[config.mk]
export PLATFORM = sky130hd
export DESIGN_NAME = uart_fifo
export DESIGN_NICKNAME = d
export VERILOG_FILES = /design/src/rtl/uart_fifo.sv
export SDC_FILE = /design/constraint.sdc
export NUM_CORES = 1
export LEC_CHECK = 0
export CORE_MARGIN = 4
export CORE_UTILIZATION = 40
export CTS_CLUSTER_SIZE = 40
export DETAILED_ROUTE_END_ITERATION = 6
export HOLD_SLACK_MARGIN = 0.03
export PLACE_DENSITY = 0.54
export SLEW_MARGIN = 40
export SYNTH_ARGS = -nofsm -noshare
export SYNTH_HDL_FRONTEND = slang
export SYNTH_SLANG_ARGS = --single-unit
[constraint.sdc]
create_clock -name clk -period 5 [get_ports clk]
set_clock_uncertainty 0.15 [all_clocks]
set_input_delay 0.5 -clock clk [delete_from_list [all_inputs] [get_ports clk]]
set_output_delay 0.5 -clock clk [all_outputs]
set_load 0.01 [all_outputs]
[src/rtl/uart_fifo.sv]
// UART with a 4-register CPU bus, TX/RX FIFOs, programmable bit divisor and optional parity.
// Divisor and parity mode are latched per frame so bus writes never disturb a frame in flight.
module uart_fifo #(
    parameter int unsigned CLK_HZ     = 25000000,
    parameter int unsigned BAUD       = 115200,
    parameter int unsigned FIFO_DEPTH = 16
) (
    input  logic       clk,
    input  logic       rst,
    output logic [7:0] dbr,
    input  logic [7:0] dbw,
    input  logic [1:0] addr,
    input  logic       we,
    input  logic       re,
    output logic       tx,
    input  logic       rx,
    output logic       irq
);
    localparam int unsigned AW = (FIFO_DEPTH > 1) ? $clog2(FIFO_DEPTH) : 1;
    localparam int unsigned CW = AW + 1;
    localparam int unsigned DW = 12;
    localparam logic [DW-1:0] DIV_RST = DW'(CLK_HZ / BAUD - 1);

    typedef enum logic [2:0] {TX_IDLE, TX_START, TX_DATA, TX_PARITY, TX_STOP} tx_state_t;
    typedef enum logic [2:0] {RX_IDLE, RX_START, RX_DATA, RX_PARITY, RX_STOP} rx_state_t;

    // Programmable registers and sticky error flags
    logic [DW-1:0] r_div;
    logic          r_par_en;
    logic          r_par_odd;
    logic          r_rx_ie;
    logic          r_err_ie;
    logic          r_ovr;
    logic          r_fe;
    logic          r_pe;
    logic [7:0]    r_dbr;
    logic          r_irq;

    // FIFO storage and pointers
    logic [7:0]    r_txf_mem [FIFO_DEPTH];
    logic [AW-1:0] r_txf_wr;
    logic [AW-1:0] r_txf_rd;
    logic [CW-1:0] r_txf_cnt;
    logic [7:0]    r_rxf_mem [FIFO_DEPTH];
    logic [AW-1:0] r_rxf_wr;
    logic [AW-1:0] r_rxf_rd;
    logic [CW-1:0] r_rxf_cnt;

    // Transmitter
    tx_state_t     r_tx_state;
    logic          r_tx;
    logic [DW-1:0] r_tx_bcnt;
    logic [DW-1:0] r_tx_div;
    logic [7:0]    r_tx_shift;
    logic [2:0]    r_tx_idx;
    logic          r_tx_par;
    logic          r_tx_par_en;

    // Receiver
    rx_state_t     r_rx_state;
    logic          r_rx_s1;
    logic          r_rx_s2;
    logic          r_rx_d;
    logic [DW-1:0] r_rx_bcnt;
    logic [DW-1:0] r_rx_div;
    logic [7:0]    r_rx_shift;
    logic [2:0]    r_rx_idx;
    logic          r_rx_par_bit;
    logic          r_rx_par_en;
    logic          r_rx_par_odd;

    logic          w_bus_rd;
    logic          w_txf_full;
    logic          w_txf_empty;
    logic          w_tx_push_ok;
    logic          w_tx_pop;
    logic [7:0]    w_tx_head;
    logic          w_rxf_full;
    logic          w_rxf_empty;
    logic          w_rx_pop;
    logic          w_rx_push;
    logic          w_rx_push_ok;
    logic [7:0]    w_rx_head;
    logic          w_ovr_set;
    logic          w_fe_set;
    logic          w_pe_set;
    logic [2:0]    w_clr;
    logic          w_tx_idle;
    logic [7:0]    w_status;
    logic [DW-1:0] w_div_eff;
    logic [DW-1:0] w_rx_half_m1;

    assign w_bus_rd     = re & ~we;
    assign w_txf_full   = (r_txf_cnt == CW'(FIFO_DEPTH));
    assign w_txf_empty  = (r_txf_cnt == '0);
    assign w_tx_push_ok = we & (addr == 2'd0) & ~w_txf_full;
    assign w_tx_head    = r_txf_mem[r_txf_rd];
    assign w_tx_pop     = ~w_txf_empty & ((r_tx_state == TX_IDLE) |
                          ((r_tx_state == TX_STOP) & (r_tx_bcnt == r_tx_div)));

    assign w_rxf_full   = (r_rxf_cnt == CW'(FIFO_DEPTH));
    assign w_rxf_empty  = (r_rxf_cnt == '0);
    assign w_rx_head    = r_rxf_mem[r_rxf_rd];
    assign w_rx_pop     = w_bus_rd & (addr == 2'd0) & ~w_rxf_empty;
    assign w_rx_push    = (r_rx_state == RX_STOP) & (r_rx_bcnt == r_rx_div);
    // A pop in the same cycle frees the slot, so a push to a full FIFO still lands
    assign w_rx_push_ok = w_rx_push & (~w_rxf_full | w_rx_pop);
    assign w_ovr_set    = w_rx_push & w_rxf_full & ~w_rx_pop;
    assign w_fe_set     = w_rx_push & ~r_rx_s2;
    assign w_pe_set     = w_rx_push & r_rx_par_en &
                          (r_rx_par_bit != (^r_rx_shift ^ r_rx_par_odd));

    assign w_clr        = (we && addr == 2'd1) ? dbw[4:2] : 3'b000;
    assign w_tx_idle    = w_txf_empty & (r_tx_state == TX_IDLE);
    assign w_status     = {w_txf_full, ~w_rxf_empty, w_tx_idle, r_ovr, r_fe, r_pe, 2'b00};
    assign w_div_eff    = (r_div < DW'(3)) ? DW'(3) : r_div;
    assign w_rx_half_m1 = DW'((({1'b0, r_rx_div} + 13'd1) >> 1) - 13'd1);

    assign dbr = r_dbr;
    assign tx  = r_tx;
    assign irq = r_irq;

    // Bus registers, read data, error flags and interrupt
    always_ff @(posedge clk) begin
        if (rst) begin
            r_div     <= DIV_RST;
            r_par_en  <= 1'b0;
            r_par_odd <= 1'b0;
            r_rx_ie   <= 1'b0;
            r_err_ie  <= 1'b0;
            r_ovr     <= 1'b0;
            r_fe      <= 1'b0;
            r_pe      <= 1'b0;
            r_dbr     <= 8'h00;
            r_irq     <= 1'b0;
        end else begin
            if (we) begin
                case (addr)
                    2'd2: r_div[7:0] <= dbw;
                    2'd3: begin
                        r_div[11:8] <= dbw[3:0];
                        r_par_en    <= dbw[4];
                        r_par_odd   <= dbw[5];
                        r_rx_ie     <= dbw[6];
                        r_err_ie    <= dbw[7];
                    end
                    default: ;
                endcase
            end
            r_ovr <= (r_ovr & ~w_clr[2]) | w_ovr_set;
            r_fe  <= (r_fe  & ~w_clr[1]) | w_fe_set;
            r_pe  <= (r_pe  & ~w_clr[0]) | w_pe_set;
            if (w_bus_rd) begin
                case (addr)
                    2'd0: r_dbr <= w_rx_pop ? w_rx_head : 8'h00;
                    2'd1: r_dbr <= w_status;
                    2'd2: r_dbr <= r_div[7:0];
                    2'd3: r_dbr <= {r_err_ie, r_rx_ie, r_par_odd, r_par_en, r_div[11:8]};
                endcase
            end
            r_irq <= (r_rx_ie & ~w_rxf_empty) | (r_err_ie & (r_ovr | r_fe | r_pe));
        end
    end

    always_ff @(posedge clk) begin
        if (w_tx_push_ok) r_txf_mem[r_txf_wr] <= dbw;
        if (w_rx_push_ok) r_rxf_mem[r_rxf_wr] <= r_rx_shift;
    end

    // FIFO pointers and occupancy
    always_ff @(posedge clk) begin
        if (rst) begin
            r_txf_wr  <= '0;
            r_txf_rd  <= '0;
            r_txf_cnt <= '0;
            r_rxf_wr  <= '0;
            r_rxf_rd  <= '0;
            r_rxf_cnt <= '0;
        end else begin
            if (w_tx_push_ok) r_txf_wr <= r_txf_wr + AW'(1);
            if (w_tx_pop)     r_txf_rd <= r_txf_rd + AW'(1);
            case ({w_tx_push_ok, w_tx_pop})
                2'b10:   r_txf_cnt <= r_txf_cnt + CW'(1);
                2'b01:   r_txf_cnt <= r_txf_cnt - CW'(1);
                default: ;
            endcase
            if (w_rx_push_ok) r_rxf_wr <= r_rxf_wr + AW'(1);
            if (w_rx_pop)     r_rxf_rd <= r_rxf_rd + AW'(1);
            case ({w_rx_push_ok, w_rx_pop})
                2'b10:   r_rxf_cnt <= r_rxf_cnt + CW'(1);
                2'b01:   r_rxf_cnt <= r_rxf_cnt - CW'(1);
                default: ;
            endcase
        end
    end

    // Transmitter: a pop launches the start bit on the same edge, from IDLE or end of STOP
    always_ff @(posedge clk) begin
        if (rst) begin
            r_tx_state  <= TX_IDLE;
            r_tx        <= 1'b1;
            r_tx_bcnt   <= '0;
            r_tx_div    <= DW'(3);
            r_tx_shift  <= 8'h00;
            r_tx_idx    <= 3'd0;
            r_tx_par    <= 1'b0;
            r_tx_par_en <= 1'b0;
        end else if (w_tx_pop) begin
            r_tx_state  <= TX_START;
            r_tx        <= 1'b0;
            r_tx_bcnt   <= '0;
            r_tx_div    <= w_div_eff;
            r_tx_shift  <= w_tx_head;
            r_tx_par    <= ^w_tx_head ^ r_par_odd;
            r_tx_par_en <= r_par_en;
        end else if (r_tx_state != TX_IDLE) begin
            if (r_tx_bcnt != r_tx_div) begin
                r_tx_bcnt <= r_tx_bcnt + DW'(1);
            end else begin
                r_tx_bcnt <= '0;
                case (r_tx_state)
                    TX_START: begin
                        r_tx_state <= TX_DATA;
                        r_tx       <= r_tx_shift[0];
                        r_tx_shift <= {1'b0, r_tx_shift[7:1]};
                        r_tx_idx   <= 3'd0;
                    end
                    TX_DATA: begin
                        if (r_tx_idx == 3'd7) begin
                            r_tx_state <= r_tx_par_en ? TX_PARITY : TX_STOP;
                            r_tx       <= r_tx_par_en ? r_tx_par : 1'b1;
                        end else begin
                            r_tx       <= r_tx_shift[0];
                            r_tx_shift <= {1'b0, r_tx_shift[7:1]};
                            r_tx_idx   <= r_tx_idx + 3'd1;
                        end
                    end
                    TX_PARITY: begin
                        r_tx_state <= TX_STOP;
                        r_tx       <= 1'b1;
                    end
                    default: begin
                        r_tx_state <= TX_IDLE;
                        r_tx       <= 1'b1;
                    end
                endcase
            end
        end
    end

    // Receiver: falling edge of synchronised rx arms; start bit re-checked at half period
    always_ff @(posedge clk) begin
        if (rst) begin
            r_rx_s1      <= 1'b1;
            r_rx_s2      <= 1'b1;
            r_rx_d       <= 1'b1;
            r_rx_state   <= RX_IDLE;
            r_rx_bcnt    <= '0;
            r_rx_div     <= DW'(3);
            r_rx_shift   <= 8'h00;
            r_rx_idx     <= 3'd0;
            r_rx_par_bit <= 1'b0;
            r_rx_par_en  <= 1'b0;
            r_rx_par_odd <= 1'b0;
        end else begin
            r_rx_s1 <= rx;
            r_rx_s2 <= r_rx_s1;
            r_rx_d  <= r_rx_s2;
            case (r_rx_state)
                RX_IDLE: begin
                    // Needs a seen-high level first, so a stuck-low line after a bad stop never re-arms
                    if (r_rx_d && !r_rx_s2) begin
                        r_rx_state   <= RX_START;
                        r_rx_bcnt    <= '0;
                        r_rx_div     <= w_div_eff;
                        r_rx_par_en  <= r_par_en;
                        r_rx_par_odd <= r_par_odd;
                    end
                end
                RX_START: begin
                    if (r_rx_bcnt != w_rx_half_m1) begin
                        r_rx_bcnt <= r_rx_bcnt + DW'(1);
                    end else begin
                        r_rx_bcnt  <= '0;
                        r_rx_idx   <= 3'd0;
                        r_rx_state <= r_rx_s2 ? RX_IDLE : RX_DATA;
                    end
                end
                RX_DATA, RX_PARITY, RX_STOP: begin
                    if (r_rx_bcnt != r_rx_div) begin
                        r_rx_bcnt <= r_rx_bcnt + DW'(1);
                    end else begin
                        r_rx_bcnt <= '0;
                        if (r_rx_state == RX_DATA) begin
                            r_rx_shift <= {r_rx_s2, r_rx_shift[7:1]};
                            r_rx_idx   <= r_rx_idx + 3'd1;
                            if (r_rx_idx == 3'd7)
                                r_rx_state <= r_rx_par_en ? RX_PARITY : RX_STOP;
                        end else if (r_rx_state == RX_PARITY) begin
                            r_rx_par_bit <= r_rx_s2;
                            r_rx_state   <= RX_STOP;
                        end else begin
                            r_rx_state <= RX_IDLE;
                        end
                    end
                end
                default: r_rx_state <= RX_IDLE;
            endcase
        end
    end

endmodule

Yosys cells after proc, flatten, opt, wreduce, memory -nomap -nowiden
Memories as Yosys holds them, arrays and structs flattened. A register that Yosys moved wholly into a read port is not among the register bits. Cells that the tools add are included.

Add/sub/neg operators: 14. Magnitude comparators: 1. Equality and inequality tests: 35. Mux-type cells: 51. Bitwise operators: 44. Reduce and logical (&&, ||, !) cells: 33.

Operator list (count): 12-bit two-way mux (5); 3-bit two-way mux (14); 8-bit two-way mux (5); 12-bit inequality test (3); 12-bit case mux with 3 select lines (1); 8-bit case mux with 4 select lines (1); 12-bit by 1-bit adder with 12-bit output, second input constant (2); 12-bit == test (2); 1-bit bitwise AND (20); 5-bit case mux with 2 select lines (2); 3-bit case mux with 3 select lines (2); 4-bit by 1-bit adder with 4-bit output, second input constant (4); 4-bit two-way mux (4); 8-bit case mux with 2 select lines (1); 4-bit AND reduction (4); 8-bit XOR reduction (2); 2-bit inequality test, second input constant (7); 1-bit inverter (14); 12-bit by 1-bit adder with 13-bit output, second input constant (1); 3-bit by 2-bit == test with 1-bit output, second input constant (4); 3-bit == test, second input constant (4); 12-bit by 2-bit less-than comparator with 1-bit output, second input constant (1); 1-bit two-way mux (12); 3-bit case mux with 2 select lines (2); other kinds (26) (61).

Register bits after elaboration: 139. Memory bits (writable): 256. Input bits: 15. Output and inout bits: 10. Logic and storage cells: 217. Memories kept: 2.

Memory list: r_rxf_mem (depth 16, width 8, rd ports 1, clocked after Yosys merged registers in 1, write ports 1, line 44) `logic [7:0] r_rxf_mem [FIFO_DEPTH];`; r_txf_mem (depth 16, width 8, rd ports 1, clocked after Yosys merged registers in 1, write ports 1, line 40) `logic [7:0] r_txf_mem [FIFO_DEPTH];`.

Logic depth before layout (Yosys ltp)
Gate-level depths: netlist of the first run.

Depth after elaboration: 8. Depth in mapped cells: 18. Gate-level depth less buffers: 15.

Worst setup path after synthesis of the first run
OpenSTA, ideal clock, no wires.

Path kind: input port to flip-flop. From: input addr[1]. To: register r_rxf_cnt[4]. Arrival time: 3.469 ns. Data required time: 4.780 ns. Setup slack: 1.311 ns. Cell stages on the path: 16. Buffers on the path: 3. Path through: clkbuf_1 nor3b_1 and2_1 clkbuf_1 o21ba_2 clkbuf_1 inv_1 ha_1 inv_1 fa_1 inv_1 a21o_1 a21oi_1 xnor2_1 or3_1 a21oi_1.

Cells in the longest elaborated chain, start to end: 7. Elaborated cells between the ends (all ways): 9. Those cells by class: eq/ne: 2; mux: 1; bitwise: 4; reduce/logical: 2.

Ends and longest elaborated chain: start: declaration (line 12) `input logic [1:0] addr,`; 2-bit logical NOT (*) (line 104) `assign w_rx_pop = w_bus_rd & (addr == 2'd0) & ~w_rxf_empty;`; 1-bit bitwise AND (*) (2 in series) (line 104); net w_rx_pop (line 80) `logic w_rx_pop;`; 1-bit OR (line 107) `assign w_rx_push_ok = w_rx_push & (~w_rxf_full | w_rx_pop);`; 1-bit bitwise AND (line 107); 2-bit by 1-bit == test with 1-bit output or 2-bit == test (tied branches) (line 189) `case ({w_rx_push_ok, w_rx_pop})`; 5-bit case mux with 2 select lines or 2-bit nonzero test (tied branches); end signal: assignment (line 190) `2'b10: r_rxf_cnt <= r_rxf_cnt + CW'(1);`; end signal: assignment (line 191) `2'b01: r_rxf_cnt <= r_rxf_cnt - CW'(1);`; end: declaration (line 47) `logic [CW-1:0] r_rxf_cnt;`.

Mark *: on every way through the listed nets, which the timed path passes. The rest lies on a longest branch. A chain may end at the register's enable or synchronous reset.

Final worst setup path of the first run
From: register r_rx_div[1]. To: register r_rx_bcnt[6].

Cells in the longest elaborated chain, start to end: 5. Elaborated cells between the ends (all ways): 7. Those cells by class: add/sub: 2; eq/ne: 2; mux: 3.

Ends and longest elaborated chain: start: declaration (line 65) `logic [DW-1:0] r_rx_div;`; start signal: assignment (line 275) `r_rx_div <= w_div_eff;`; 12-bit by 1-bit adder with 13-bit output (line 117) `assign w_rx_half_m1 = DW'((({1'b0, r_rx_div} + 13'd1) >> 1) - 13'd1);`; 12-bit by 1-bit subtractor with 12-bit output (line 117); 12-bit inequality test (line 281) `if (r_rx_bcnt != w_rx_half_m1) begin`; 12-bit two-way mux (line 281); 12-bit case mux with 3 select lines (*) (line 269) `case (r_rx_state)`; end signal: assignment (line 282) `r_rx_bcnt <= r_rx_bcnt + DW'(1);`; end signal: assignment (line 291) `r_rx_bcnt <= r_rx_bcnt + DW'(1);`; end: declaration (line 64) `logic [DW-1:0] r_rx_bcnt;`.

Every way passes the cells marked *; elsewhere a longest branch is shown, timed or not.

==> metrics.csv, run 1 <==
stage;metric;value;unit
drt;Total Wirelength;40000;um
global_route;total track usage;16.9;%
logic_synthesis;Post-synth ARST share;0;%
logic_synthesis;Yosys top cell area share;43.2;%
layout;Syn-to-layout area delta;12.6;%
clock_network;post-CTS sizing;0;
logic_synthesis;post-synthesis mux area share;10.7;%
clock_network;H-tree Lvls;2;
layout;Multi-input gate area;6710;um2
logic_synthesis;syn_area_per_cell;12.7;um2
logic_synthesis;Synth Area in XOR/XNOR;4.85;%
logic_synthesis;Seq/Total Area, Yosys;59.7;%
logic_synthesis;most frequent cell after synthesis;edfxtp_1;
timing;Worst-Margin Slew;0.868;ns
floorplanning;Core Rows;77;
worst_setup_path;Critical Path AT;4.32;ns
logic_synthesis;largest family of logic cells by synthesized area;simple AND/OR/NAND/NOR gates;
timing;Rel. slew slack;41.9;%
placed_design;Buffers on Ports;24;
drt;drt wl/cell;19.7;um
drt;drt pass-1 iters;5;
logic_synthesis;Mapped Cells;1405;
clock_network;Post-CTS Repair Setup Buffers;0;
logic_synthesis;Synth Cell Area;17800;um2
pwr;cell leakage power;6.76;nW
logic_synthesis;Post-synth EDFFs;256;
floorplanning;chip height;219;um
run_status;status;finished clean;
logic_synthesis;leading area contributor after synthesis;edfxtp_1;
floorplanning;Horiz. Die Dim;219;um
logic_synthesis;area share of fa/ha/maj cells after synthesis;2.05;%
logic_synthesis;simple logic cell fraction of the synthesized area;12.4;%
layout;fraction of layout cells with a size suffix above 1;15.3;%
worst_setup_path;startpoint types;flop;
clock_network;Longest Clk Path Bufs;3;
clock_network;CTS sink cnt;403;
floorplanning;Starting Density;40.4;%
worst_setup_path;CP endpoint kind;flop;
timing;setup repair after global routing missed its margin;false;
timing;Tcrit/Tclk final;79.5;%
placed_design;hpwl dp;26300;um
worst_setup_path;worst-path fanout max;13;
global_route;first-pass GRT wire length;63100;um
logic_synthesis;Synth Flop Type;edfxtp_1;
drt;vias;10796;
pwr;Power, Total;8.28;mW
logic_synthesis;synthesized net count;1448;
clock_network;clk slew on worst S/H paths;0.06;ns
floorplanning;die area;48000;um2
drt;Iter 0 DRT Violations;619;
drt;DRC viols;0;
placed_design;Place WS;1.10;ns
global_route;vias in the first global route;10573;
timing;setup TNS;0;ns
layout;Reg area;10600;um2
floorplanning;IO Pins;25;
pwr;PwrDens;413;nW/um2
worst_setup_path;Worst Path Required;5.35;ns
layout;Antenna diodes;0;
clock_network;Hold-fix buffers, CTS;0;
clock_network;CTS Buf Count;44;
clock_network;clk_lat worst skew;0.58;ns
worst_setup_path;critical path type;reg -> reg;
logic_synthesis;largest cells by area after synthesis;edfxtp_1, dfxtp_1, mux4_2;
timing;final worst slack;1.03;ns
clock_network;Root Driver;clkbuf_16;
layout;Total Nets Final;1449;
logic_synthesis;post-synthesis register bit count;403;
timing;Fin. Hold Viols;0;
global_route;largest net degree at the start of global routing;65;
global_route;initial antenna violation count;0;
logic_synthesis;Commonest cells post-synth;edfxtp_1, nand2_1, dfxtp_1, nor2_1, a21oi_1;
global_route;Remaining Overflow, GRT;0;
logic_synthesis;Yosys cell types;85;
timing;Setup Viol. Count Final;0;
layout;FILL cells;4067;
drt;antenna viol nets, final;0;
flow_run;total of max-cap violations;0;
logic_synthesis;compound-gate portion of the synthesized area;7.47;%
timing;Max Freq;252;MHz
placed_design;routability congestion estimate;0.802;
floorplanning;total core area;44100;um2
timing;Final Max Tran Viols;0;
clock_network;CTS tree;done;
drt;vias per cell;5.31;
hold_path;hold crit path type;in -> reg;
logic_synthesis;Ys Warns;0;
pwr;Worst VDD drop;0.000304;V
timing;Period minus WS final;3.97;ns
==> where the power goes <==
group / switching, mW / total (mW) / internal (mW)
Combinational: 0.725 / 1.31 / 0.584
Clock: 1.33 / 3.22 / 1.89
Sequential: 0.127 / 3.75 / 3.63
==> layer usage <==
layer / GRT usage (%) / wire length [um]
met1: 24.8 / 19100
met5: 0 / 0
met4: 4.15 / 853
met2: 26.1 / 18400
met3: 3.27 / 1690
==> critical path, cell delays in order, from the launching register on <==
cell and delay, ns:
dfxtp_1 0.62, ha_1 0.54, nand3_1 0.27, nor2_1 0.27, xor2_1 0.49, or3b_1 0.19, a21boi_0 0.08, or4_4 0.54
a21oi_2 0.43, a21oi_1 0.14, mux2i_1 0.17
==> final timing paths <==
kind,to,slack (ns),startpoint,cells after the start
setup / recovery,r_rx_bcnt[6]$_SDFFE_PP0P_,1.03,r_rx_div[1]$_SDFFE_PP1P_,10
hold / removal,r_div[4]$_SDFFE_PP1P_,0.30,dbw[4],3
setup reg to reg,r_rx_bcnt[6]$_SDFFE_PP0P_,1.03,r_rx_div[1]$_SDFFE_PP1P_,10
hold reg to reg,r_tx_par$_SDFFE_PP0N_,0.30,r_tx_par$_SDFFE_PP0N_,2
==> layout make-up <==
class | instances | share of cell area (%)
inverters | 31 | 0.580
repair buffers | 48 | 2.06
clock inverters | 16 | 0.930
multi-input cells | 878 | 33.5
well taps | 592 | 3.69
clock buffers | 66 | 6.21
flip-flops and latches | 403 | 53.0
==> logic make-up (layout without fill, tap and decap cells) <==
| group | count (synthesis) | in the layout |
|---|---|---|
| simple gates | 456 | 456 |
| flops | 403 | 403 |
| compound gates | 193 | 193 |
| buf+inv | 124 | 161 |
| mux | 104 | 104 |
| xor+xnor | 97 | 97 |
| fa+ha+maj | 28 | 28 |
==> cells in the final DEF (no fill, tap or decap), types with 7 or more instances in the layout <==
cell type,instances
xnor2_1,42
nor2b_1,15
a311oi_1,13
nand3_1,26
nand2b_1,15
nor3_1,23
nand3b_1,11
clkbuf_1,15
mux2_2,11
a21oi_1,76
a22oi_1,13
edfxtp_1,256
xor2_1,54
mux4_2,68
nor4_1,15
nand2_1,149
mux2i_1,25
clkdlybuf4s50_1,22
nand4_1,12
a211o_1,7
nor2_1,121
and2_1,8
inv_1,31
clkbuf_16,44
and3_1,13
dfxtp_1,142
o21ai_0,18
buf_4,25
a211oi_1,17
ha_1,26
nor2_2,13
==> registers in the layout, summed over array words and instances, names as in the netlist, 4 cells and up, named ones only <==
| name | flops |
|---|---|
| r_tx_bcnt | 12 |
| r_rxf_mem | 128 |
| r_rx_div | 12 |
| r_rx_shift | 8 |
| r_txf_rd | 4 |
| r_rxf_rd | 4 |
| dbr | 8 |
| r_txf_mem | 128 |
| r_tx_shift | 8 |
| r_div | 12 |
| r_txf_cnt | 5 |
| r_rxf_cnt | 5 |
| r_tx_div | 12 |
| r_rx_bcnt | 12 |
| r_rxf_wr | 4 |
| r_txf_wr | 4 |
==> through the flow <==
step | instance area (um2) | hold slack, ns | cells | util [%]
2_1_floorplan | 17800 | 0.239 | 1405 | -
6_report | 20100 | 0.298 | 2034 | 45.4
3_5_place_dp | 18600 | 0.282 | 1952 | 42.1
4_1_cts | 20000 | 0.260 | 2034 | 45.4
3_3_place_gp | 18600 | 0.288 | 1952 | 42.1
5_1_grt | 20100 | 0.286 | 2034 | 45.4
No activity file was read; power rests on OpenSTA's default activity.
==> run 2, diff against run 1 <==
==> constraint.sdc (replaced) <==
create_clock -name clk -period 4 [get_ports clk]
set_clock_uncertainty 0.15 [all_clocks]
set_input_delay 0.4 -clock clk [delete_from_list [all_inputs] [get_ports clk]]
set_output_delay 0.4 -clock clk [all_outputs]
set_load 0.01 [all_outputs]
==> metrics.csv, run 2 (synthesis results as in run 1) <==
stage;metric;value;unit;change
global_route;initial antenna violation count;0;;unchanged
hold_path;hold crit path type;in -> reg;;
hold_path;hold-critical path depth;3;;unchanged
floorplanning;chip height;219;um;unchanged
worst_setup_path;Reg2Reg Depth;15;;+5
timing;Fin. Hold Viols;0;;unchanged
timing;setup TNS;0;ns;unchanged
clock_network;CTS tree;done;;
layout;commonest non-fill, non-tap cell in the layout;edfxtp_1;;
layout;largest registers;r_rxf_mem x128, r_txf_mem x128;;
timing;Period minus WS final;3.68;ns;-0.294 ns
timing;setup repair after global routing missed its margin;false;;
drt;Total Wirelength;41200;um;+2.9%
hold_path;Min-Delay Startpoint;dbw[5];;
worst_setup_path;Worst Path Required;4.35;ns;-1.00 ns
run_status;status;finished clean;;
layout;most frequent cells in the layout;edfxtp_1, nand2_1, dfxtp_1, nor2_1, a21oi_1;;
clock_network;CTS Buf Count;44;;unchanged
worst_setup_path;startpoint types;flop;;
placed_design;Buffers on Ports;24;;unchanged
floorplanning;Starting Density;40.4;%;unchanged
timing;Max Freq;272;MHz;+8.0%
clock_network;clk_lat worst skew;0.57;ns;about the same
global_route;Remaining Overflow, GRT;0;;unchanged
pwr;Worst VDD drop;0.000315;V;+3.5%
drt;vias per cell;5.29;;-0.41%
timing;Rel. slew slack;42.7;%;+0.81 points
drt;drt pass-1 iters;5;;unchanged
global_route;vias in the first global route;10891;;+3.0%
layout;Total Nets Final;1497;;+3.3%
global_route;total track usage;17.4;%;+0.44 points
clock_network;clk slew on worst S/H paths;0.06;ns;about the same
timing;Final Max Tran Viols;0;;unchanged
drt;DRC viols;0;;unchanged
floorplanning;Horiz. Die Dim;219;um;unchanged
worst_setup_path;critical path type;reg -> reg;;
hold_path;Worst Hold Endpoint;r_div[5]$_SDFFE_PP0P_;;
floorplanning;total core area;44100;um2;unchanged
worst_setup_path;CP endpoint kind;flop;;
global_route;largest net degree at the start of global routing;49;;-25%
pwr;cell leakage power;7.01;nW;+3.8%
placed_design;routability congestion estimate;0.786;;-2.0%
worst_setup_path;worst-path fanout max;8;;-5
timing;Worst-Margin Slew;0.853;ns;-0.0155 ns
placed_design;hpwl dp;27400;um;+4.0%
clock_network;CTS sink cnt;403;;unchanged
clock_network;Hold-fix buffers, CTS;0;;unchanged
worst_setup_path;Critical Path AT;4.03;ns;-0.29 ns
floorplanning;IO Pins;25;;unchanged
drt;antenna viol nets, final;0;;unchanged
timing;Tcrit/Tclk final;92.0;%;+13 points
floorplanning;die area;48000;um2;unchanged
timing;Setup Viol. Count Final;0;;unchanged
floorplanning;Core Rows;77;;unchanged
worst_setup_path;R2R setup slack;0.32;ns;-0.71 ns
layout;FILL cells;4009;;-1.4%
global_route;first-pass GRT wire length;64400;um;+2.0%
drt;drt wl/cell;19.8;um;+0.55%
drt;vias;11000;;+1.9%
layout;final core area utilization;46.1;%;+0.69 points
clock_network;Root Driver;clkbuf_16;;
layout;fraction of layout cells with a size suffix above 1;17.5;%;+2.1 points
layout;Antenna diodes;0;;unchanged
clock_network;H-tree Lvls;2;;unchanged
pwr;PwrDens;508;nW/um2;+23%
worst_setup_path;worst r2r dst;r_rxf_cnt[4]$_SDFFE_PP0P_;;
layout;Syn-to-layout area delta;14.3;%;
drt;Iter 0 DRT Violations;757;;+22%
clock_network;Longest Clk Path Bufs;3;;unchanged
layout;final instance area;20400;um2;+1.5%
worst_setup_path;Worst R2R Start;r_rx_div[7]$_SDFFE_PP0P_;;
flow_run;total of max-cap violations;0;;unchanged
placed_design;DP Area;19000;um2;+1.9%
==> run 2: cell count changes in the layout (fill, tap and decap cells not counted), moves of 3 or more <==
cell             change
nor2_2               -9
clkinv_2             +3
clkdlybuf4s50_1      -3
buf_4               +47
nor2_1               +9
buf_2                +3
==> run 2: what timing repair did <==
action,CTS,global route
endpoints found under the setup margin,0,1
resized for setup,0,1
setup buffers,0,0
==> run 2: final cells by class <==
| cell class | instances | area (um2) | share of cell area (%) |
|---|---|---|---|
| multi-input cells | 878 | 6690 | 32.8 |
| clock buffers | 63 | 1230 | 6.06 |
| flip-flops and latches | 403 | 10600 | 52.2 |
| clock inverters | 18 | 171 | 0.842 |
| repair buffers | 96 | 771 | 3.79 |
| well taps | 592 | 741 | 3.64 |
| inverters | 31 | 116 | 0.572 |
==> run 2: worst max-delay path, stage by stage (launching register included) <==
cell and delay (ns):
dfxtp_1 0.54, xor2_1 0.13, nor4_2 0.35, and3_1 0.33
nand3_1 0.24, o21ba_2 0.33, inv_1 0.04, ha_1 0.22
inv_1 0.12, fa_1 0.23, inv_1 0.05, a21o_1 0.16
a21oi_1 0.17, xnor2_1 0.10, or3_1 0.31, a21oi_1 0.13
==> run 2: worst max path at each step <==
stage | from | end | slack, ns
finish | r_rx_div[7]$_SDFFE_PP0P_ | r_rxf_cnt[4]$_SDFFE_PP0P_ | 0.32
global route | r_rx_div[7]$_SDFFE_PP0P_ | r_rxf_cnt[4]$_SDFFE_PP0P_ | 0.05
CTS | r_rx_div[7]$_SDFFE_PP0P_ | r_rxf_cnt[4]$_SDFFE_PP0P_ | 0.27
detailed placement | r_rx_div[7]$_SDFFE_PP0P_ | r_rxf_cnt[4]$_SDFFE_PP0P_ | 0.30
global placement | r_rx_div[7]$_SDFFE_PP0P_ | r_rxf_cnt[4]$_SDFFE_PP0P_ | 0.39
floorplan | r_tx_bcnt[7]$_SDFFE_PP0P_ | r_txf_cnt[4]$_SDFFE_PP0P_ | 0.34
==> run 2: metal layers <==
metal	up-vias	wire length (um)	GRT usage [%]
li1	5265	-	-
met1	5484	19500	24.5
met2	200	19200	28.0
met3	51	1580	2.67
met4	0	873	5.10
met5	-	0	0
==> run 2: per-stage QoR <==
step | hold WS, ns | total power [mW] | instances | setup WS [ns]
floorplan | 0.239 | 5.99 | 1405 | 0.343
global placement | 0.253 | 6.47 | 2000 | 0.388
detailed placement | 0.254 | 6.48 | 2000 | 0.296
CTS | 0.168 | 10.5 | 2081 | 0.271
global route | 0.157 | 10.8 | 2081 | 0.0526
finish | 0.139 | 10.3 | 2081 | 0.320
==> run 2: where the power goes <==
group | switching, mW | leakage, nW | total, mW | internal [mW]
combinational | 0.952 | 2.79 | 1.72 | 0.765
sequential | 0.127 | 3.53 | 4.66 | 4.53
clock | 1.62 | 0.693 | 3.96 | 2.34
